$ cat config.mk
export PLATFORM = sky130hd
export DESIGN_NAME = sha_mem_responder
export DESIGN_NICKNAME = d
export VERILOG_FILES = /design/src/rtl/sha_mem_responder.sv
export SDC_FILE = /design/constraint.sdc
export NUM_CORES = 2
export LEC_CHECK = 0
export BUFFER_PORTS_ARGS = -buffer_cell sky130_fd_sc_hd__buf_2
export CORE_ASPECT_RATIO = 0.75
export CORE_MARGIN = 2
export CORE_UTILIZATION = 50
export DETAILED_ROUTE_END_ITERATION = 8
export PLACE_DENSITY = 0.68
export SLEW_MARGIN = 20
export SYNTH_ARGS = -nofsm -noshare
export SYNTH_HDL_FRONTEND = slang
export SYNTH_SLANG_ARGS = --single-unit
$ cat constraint.sdc
create_clock -name clk -period 6.1 [get_ports clk]
set_input_delay 1.22 -clock clk [delete_from_list [all_inputs] [get_ports clk]]
set_output_delay 1.22 -clock clk [all_outputs]
set_load 0.01 [all_outputs]
$ cat src/rtl/sha_mem_responder.sv
// sha_mem_responder: shared-memory bridge between a host loader/reader and a SHA engine.
// Optional SHA_MEM_WPROT_EN makes the 20-word message region read-only to the engine.
module sha_mem_responder #(
  parameter int unsigned DEPTH    = 64,
  parameter int unsigned MSG_BASE = 0,
  parameter int unsigned OUT_BASE = 32,
  parameter int unsigned TIMEOUT  = 1024
) (
  input  logic        clk,
  input  logic        reset,
  input  logic        mem_we,
  input  logic [15:0] mem_addr,
  input  logic [31:0] mem_write_data,
  output logic [31:0] mem_read_data,
  output logic        start,
  input  logic        done,
  output logic [15:0] message_addr,
  output logic [15:0] output_addr,
  input  logic        ld_valid,
  output logic        ld_ready,
  input  logic [31:0] ld_data,
  output logic        res_valid,
  input  logic        res_ready,
  output logic [31:0] res_data,
  output logic        res_last,
  output logic        err_addr,
  output logic        err_timeout
);
  localparam int AW = $clog2(DEPTH);
  localparam int WW = $clog2(TIMEOUT + 1);
  typedef enum logic [1:0] {LOAD, START, BUSY, DUMP} state_t;
  state_t state, state_n;
  logic [31:0] mem [DEPTH];
  logic [4:0] ld_cnt;
  logic [2:0] dump_idx;
  logic [WW-1:0] wd;
  logic done_q, ld_fire, done_rise, wd_hit, addr_ok, prot, eng_we, eng_bad, we;
  logic [AW-1:0] waddr;
  logic [31:0] wdata;
  assign message_addr = 16'(MSG_BASE);
  assign output_addr = 16'(OUT_BASE);
  assign addr_ok = 32'(mem_addr) < DEPTH;
`ifdef SHA_MEM_WPROT_EN
  assign prot = (32'(mem_addr) - MSG_BASE) < 32'd20;
`else
  assign prot = 1'b0;
`endif
  assign ld_fire = state == LOAD && ld_valid && ld_ready;
  // done_q carries the level seen last cycle, so a done left high by a prior run is not an edge
  assign done_rise = state == BUSY && done && !done_q;
  assign wd_hit = state == BUSY && wd == WW'(TIMEOUT - 1);
  assign eng_we = state == BUSY && mem_we;
  assign eng_bad = eng_we && (!addr_ok || prot);
  assign we = ld_fire || (eng_we && !eng_bad);
  assign waddr = ld_fire ? AW'(MSG_BASE + 32'(ld_cnt)) : mem_addr[AW-1:0];
  assign wdata = ld_fire ? ld_data : mem_write_data;
  assign start = state == START;
  assign res_valid = state == DUMP;
  assign res_last = res_valid && dump_idx == 3'd7;
  assign res_data = res_valid ? mem[AW'(OUT_BASE + 32'(dump_idx))] : '0;
  always_comb begin
    state_n = state;
    case (state)
      LOAD:    state_n = ld_fire && ld_cnt == 5'd19 ? START : LOAD;
      START:   state_n = BUSY;
      BUSY:    state_n = done_rise ? DUMP : wd_hit ? LOAD : BUSY;
      DUMP:    state_n = res_ready && dump_idx == 3'd7 ? LOAD : DUMP;
      default: state_n = LOAD;
    endcase
  end
  always_ff @(posedge clk or posedge reset) begin
    if (reset) begin
      state <= LOAD;
      ld_ready <= 1'b0;
      ld_cnt <= '0;
      dump_idx <= '0;
      wd <= '0;
      done_q <= 1'b0;
      err_addr <= 1'b0;
      err_timeout <= 1'b0;
      mem_read_data <= '0;
    end else begin
      state <= state_n;
      ld_ready <= state_n == LOAD;
      ld_cnt <= state_n == LOAD ? ld_cnt + 5'(ld_fire) : '0;
      dump_idx <= state == DUMP ? dump_idx + 3'(res_ready) : '0;
      wd <= state == BUSY ? wd + 1'b1 : '0;
      done_q <= done;
      err_addr <= start ? 1'b0 : err_addr | eng_bad;
      err_timeout <= start ? 1'b0 : err_timeout | (wd_hit && !done_rise);
      mem_read_data <= addr_ok ? mem[mem_addr[AW-1:0]] : '0;
    end
  end
  always_ff @(posedge clk)
    if (we) mem[waddr] <= wdata;
endmodule

* After elaboration in Yosys (flattened, before gate mapping)
Memories as Yosys holds them, arrays and structs flattened.
Cells that the tools add are included.
** Cells by class
- Muxes and demuxes :: 16
- Add/subtract/negate cells :: 4
- Reduce and logical (&&, ||, !) cells :: 19
- Bitwise gates (word level) :: 2
- $lt $le $gt $ge :: 1
- Eq/ne operators :: 6
** Operators by type and width (count)
- $mux W32 :: 3
- $lt A16 B7 Y1 const B :: 1
- $logic_and A1 B1 Y1 :: 12
- $add A11 B1 Y11 const B :: 1
- $eq A11 B10 Y1 const B :: 1
- $mux W11 :: 1
- $pmux W2 S4 :: 1
- $add A6 B3 Y6 const A :: 1
- $mux W2 :: 3
- $mux W6 :: 1
- $add A5 B1 Y5 :: 1
- $eq A5 B5 Y1 const B :: 1
- $mux W1 :: 5
- $mux W5 :: 1
- $eq A2 B2 Y1 const B :: 2
- $logic_not A1 Y1 :: 4
- $logic_not A2 Y1 :: 2
- $add A3 B1 Y3 :: 1
- $eq A3 B3 Y1 const B :: 1
- $mux W3 :: 1
- $eq A2 B1 Y1 const B :: 1
- $or A1 B1 Y1 :: 2
- $logic_or A1 B1 Y1 :: 1
** Word-level totals
- Bits of input ports :: 86
- Bits in registers :: 57
- Logic and storage cells :: 58
- Memories :: 1
- Memory bits (writable) :: 2048
** Memories
- mem :: words 64, width 32, rd ports 2, clocked after memory_dff 0, wr ports 1, line 33 : logic [31:0] mem [DEPTH];

* Logic depth before layout (Yosys ltp)
- Word-level depth :: 8
- Depth in mapped cells :: 11
- Depth with buffers taken out :: 7

* Worst setup path after synthesis
No wires, ideal clock.
- Path type :: input to register
- Start :: input port mem_addr[1]
- End :: memory mem[47][0], enable pin
- Arrival :: 3962 ps
- Buffers on the path :: 5
- Slack :: 1716 ps
- Required time :: 5679 ps
- Setup time :: 421 ps
- Stages :: 9
- Path through :: buf_4 buf_6 buf_4 buf_2 buf_4 nand2_1 o21ai_0 nand2_1 nor2_1
** Between the ends
- Longest elaborated chain between the ends :: 8
** Ends and longest elaborated chain
- start, declared :: line 12 : input logic [15:0] mem_addr,
- $lt A16 B7 Y1 :: line 42 : assign addr_ok = 32'(mem_addr) < DEPTH;
- $logic_not A1 Y1 :: line 53 : assign eng_bad = eng_we && (!addr_ok || prot);
- $logic_and A1 B1 Y1 :: line 53
- $logic_not A1 Y1 :: line 54 : assign we = ld_fire || (eng_we && !eng_bad);
- $logic_and A1 B1 Y1 :: line 54
- $logic_or A1 B1 Y1 :: line 54
- $mux W1 :: line 95 : if (we) mem[waddr] <= wdata;
- $mux W1 (not written as such) :: line 95
- end, declared :: line 33
Several ways; a longest one is shown, not always the timed one.

* Worst setup path in the final report
- Start :: register dump_idx[0]
- End :: output port res_data[20]
** Between the ends
- Longest elaborated chain between the ends :: 3
** Ends and longest elaborated chain
- start, declared :: line 35 : logic [2:0] dump_idx;
- start signal, assigned :: line 86 : dump_idx <= state == DUMP ? dump_idx + 3'(res_ready) : '0;
- $add A6 B3 Y6 :: line 60 : assign res_data = res_valid ? mem[AW'(OUT_BASE + 32'(dump_idx))] : '0;
- $mem_v2 Z64 W32
- $mux W32 :: line 60
- end, declared :: line 24 : output logic [31:0] res_data,
Every way passes these cells.

==> metrics.cfg <==
[route]
ant_nets = 0
drt_iter0_drc = 7758
post_drt_wl_per_cell_microns = 34.89
postRouteWirelength_microns = 231600
drt-vias-per-instance = 6.515
route.detailed.drc = 0
dr.pass1.iters = 7
vias = 43240

[critical_path]
critPathLaunchType = flop
rr_endpoint = mem[16][21]
crit_buf_inv = 2
cp_slowest_cell = dfrtp_4
worstPathCellList = buf_4 -> mux4_2 -> mux2i_1 -> nor2_1 -> buf_2
worst-setup-path-type = flop to output pin
critPathMaxStageDelay_ps = 900
crit_arrival_ps = 3340
r2r_cells = 7
endpoint_kind = output pin
cp.required_ps = 4880
critical-path-top-delay-family = flip-flops
reg2reg_from = state[0]
r2r_setup_slack_ps = 2000
crit_fanout = 32

[synth]
synth-edff-count = 2048
synth-main-ff-cell = edfxtp_1
yosys-top-cells-count = edfxtp_1, mux4_2, mux2i_1, nand2_1, nor2_1
synth_top_cell_by_area = edfxtp_1
synth_most_common_cell = edfxtp_1
postSynthAreaPerCell_sq_um = 21.05
netlist_area_sq_um = 83460
netlist_instances = 3965
synth_top_area_share_pct = 73.68
ys_top_cells_by_area = edfxtp_1, mux4_2, mux2i_1
synthArstFlopShare_pct = 2.708
synth-seq-cells = 2105
ys_warn_count = 0
yosysSeqAreaShare_pct = 75.39
synth_cell_type_count = 69

[sta]
setup_viol = 0
worstMarginPinSlew_ps = 1165
rsz0062_at_grt = no
min_period_over_period_pct = 74.80
period_minus_slack_ps = 4563
fmax_ghz = 0.2192
tns_ps = 0
hold_viol_final = 0
slew-limit-headroom_pct = 20.33
fin_worst_skew_ps = 32.90
final_max_slew_viol_count = 0
timing.hold.ws_ps = 492.7

[clock_network]
cts_htree_levels = 4
cts.clk_slew.worst_paths_ps = 60
cts_sinks = 2105
cts_resized = 0
cts_inserted_buffers = 192
cts_tree = built
cts_root_buf = clkbuf_16
cts_hold_buffers = 0
clockBufferDepth = 3
post-cts-setup-buffers = 0
clock_latency_ps = 840

[grt]
grt_pass1_vias = 41416
grt_max_degree = 92
overflow = 0
track_usage_pct = 27.41
grt_pass1_wl_microns = 324200
antenna_found_initial = 14

[die]
initial_core_util_pct = 50.50
die_x_microns = 475.8
die_height_microns = 357.8
row_count = 129
die-area_sq_um = 170200
ioPinCount = 188
core_sq_um = 165300

[place]
port_buffers = 155
dpl.hpwl_microns = 145200
gp_congestion = 0.9084
post_dp_cell_area_sq_um = 87680
dpl.cell_count = 6271

[min_path]
holdCritStartpoint = wd[0]
whs_endpoint = wd[0]
hold_path_class = flop to flop
hold_depth = 1

[power_and_ir_drop]
power.density_nw_per_um2 = 337.4
leakagePower_nw = 30.21
max-vdd-ir-drop_mv = 0.3077

[cells_and_area]
nets = 4336
area_growth_pct = 12.79
fillers = 12001
multiInputGateArea_sq_um = 19740
drive_gt1_share_pct = 28.61
stdcell_area_sq_um = 94140
seq_area_sq_um = 62930
final_cells = 6637

[job]
cap_violations = 0

[run_status]
outcome = finished clean

routing by layer:
metal	track usage, %	share of wire [%]
met4	9.092	3.4
met2	39.90	45
met3	6.751	13
met5	0	0.020
met1	41.05	39
cell type report:
cell class	instances	area share (%)
multi-input combinational	1618	20.97
clock buffer	242	5.381
inverter	12	0.05183
sequential	2105	66.85
antenna	2	0.005316
timing repair buffer	316	2.504
tap	2227	2.960
clock inverter	115	1.279
logic make-up (layout without fill, tap and decap cells):
kind of cell	count (synthesis)	in the layout	share of synthesized area, %
flip-flops	2105	2105	75.39
other	2	34	0.008998
buffers and inverters	272	685	1.968
AO/OA/AOI/OAI	285	285	2.453
XOR/XNOR	11	11	0.1154
adder cells (fa/ha/maj)	5	5	0.07495
multiplexers	783	783	17.34
AND/OR/NAND/NOR	502	502	2.646
cell usage in the layout, fill, tap and decap left out, types with 9 or more instances in the layout:
master     netlist  routed
edfxtp_1      2048    2048
mux4_2         528     528
mux2i_1        231     231
clkbuf_16        0     195
nand2_1        199     166
buf_2           68     151
buf_4           86     137
nor2_1         155      89
a22oi_1         88      88
nor2_4           1      66
dfrtp_1         57      54
nand3_1         52      52
clkbuf_1        67      46
clkinv_1         1      41
clkinv_2         0      34
conb_1           2      32
a21oi_1         32      30
o21ai_0         30      29
mux2_2          24      24
bufinv_16        0      22
a221oi_1        20      20
nand2_4          0      20
nor3_1          17      17
buf_12           0      17
a22o_1          16      16
nand4_1         14      14
nand2_2          0      13
o22ai_1         12      12
a32oi_1         12      12
o21ai_1         10      11
a31oi_1         13      11
and3_1           9       9
nand2b_1         9       9
worst reg2reg max path: cells and delay by family (launching register included):
kind,cells,cell delay [ps]
AND/OR/NAND/NOR,4,2180
multiplexers,1,380
buffers and inverters,2,730
flip-flops,1,500
power breakdown:
group / leakage, nW / switching [W] / internal (W) / total, W
clock network: 3.05 / 0.00530 / 0.00683 / 0.0121
logic: 7.96 / 0.00221 / 0.000741 / 0.00295
registers: 19.2 / 0.0000714 / 0.0166 / 0.0167
registers in the layout (all words and copies together), names as in the netlist:
signal / count
wd: 11
ld_ready: 1
done_q: 1
mem_read_data: 32
state: 2
err_addr: 1
mem: 2048
err_timeout: 1
dump_idx: 3
ld_cnt: 5
how the worst max path moves through the flow:
stage | from | end | slack [ps] | depth (start not counted)
floorplan | mem_addr[1] | mem[47][0] | 1720 | 9
global placement | mem_addr[11] | mem[57][8] | 1290 | 7
detailed placement | mem_addr[15] | mem[12][28] | 1280 | 6
CTS | dump_idx[0] | res_data[20] | 1440 | 5
global route | dump_idx[0] | res_data[20] | 1340 | 5
finish | dump_idx[0] | res_data[20] | 1540 | 5
through the flow:
stage,util (%),setup WS (ps),total power (W)
after floorplan,-,1716,0.01852
after global placement,52.99,1294,0.01987
after detailed placement,53.05,1285,0.01992
after CTS,56.85,1437,0.03183
after global routing,56.96,1341,0.03257
final,56.96,1537,0.03176
(Power assumes the default switching activity.)
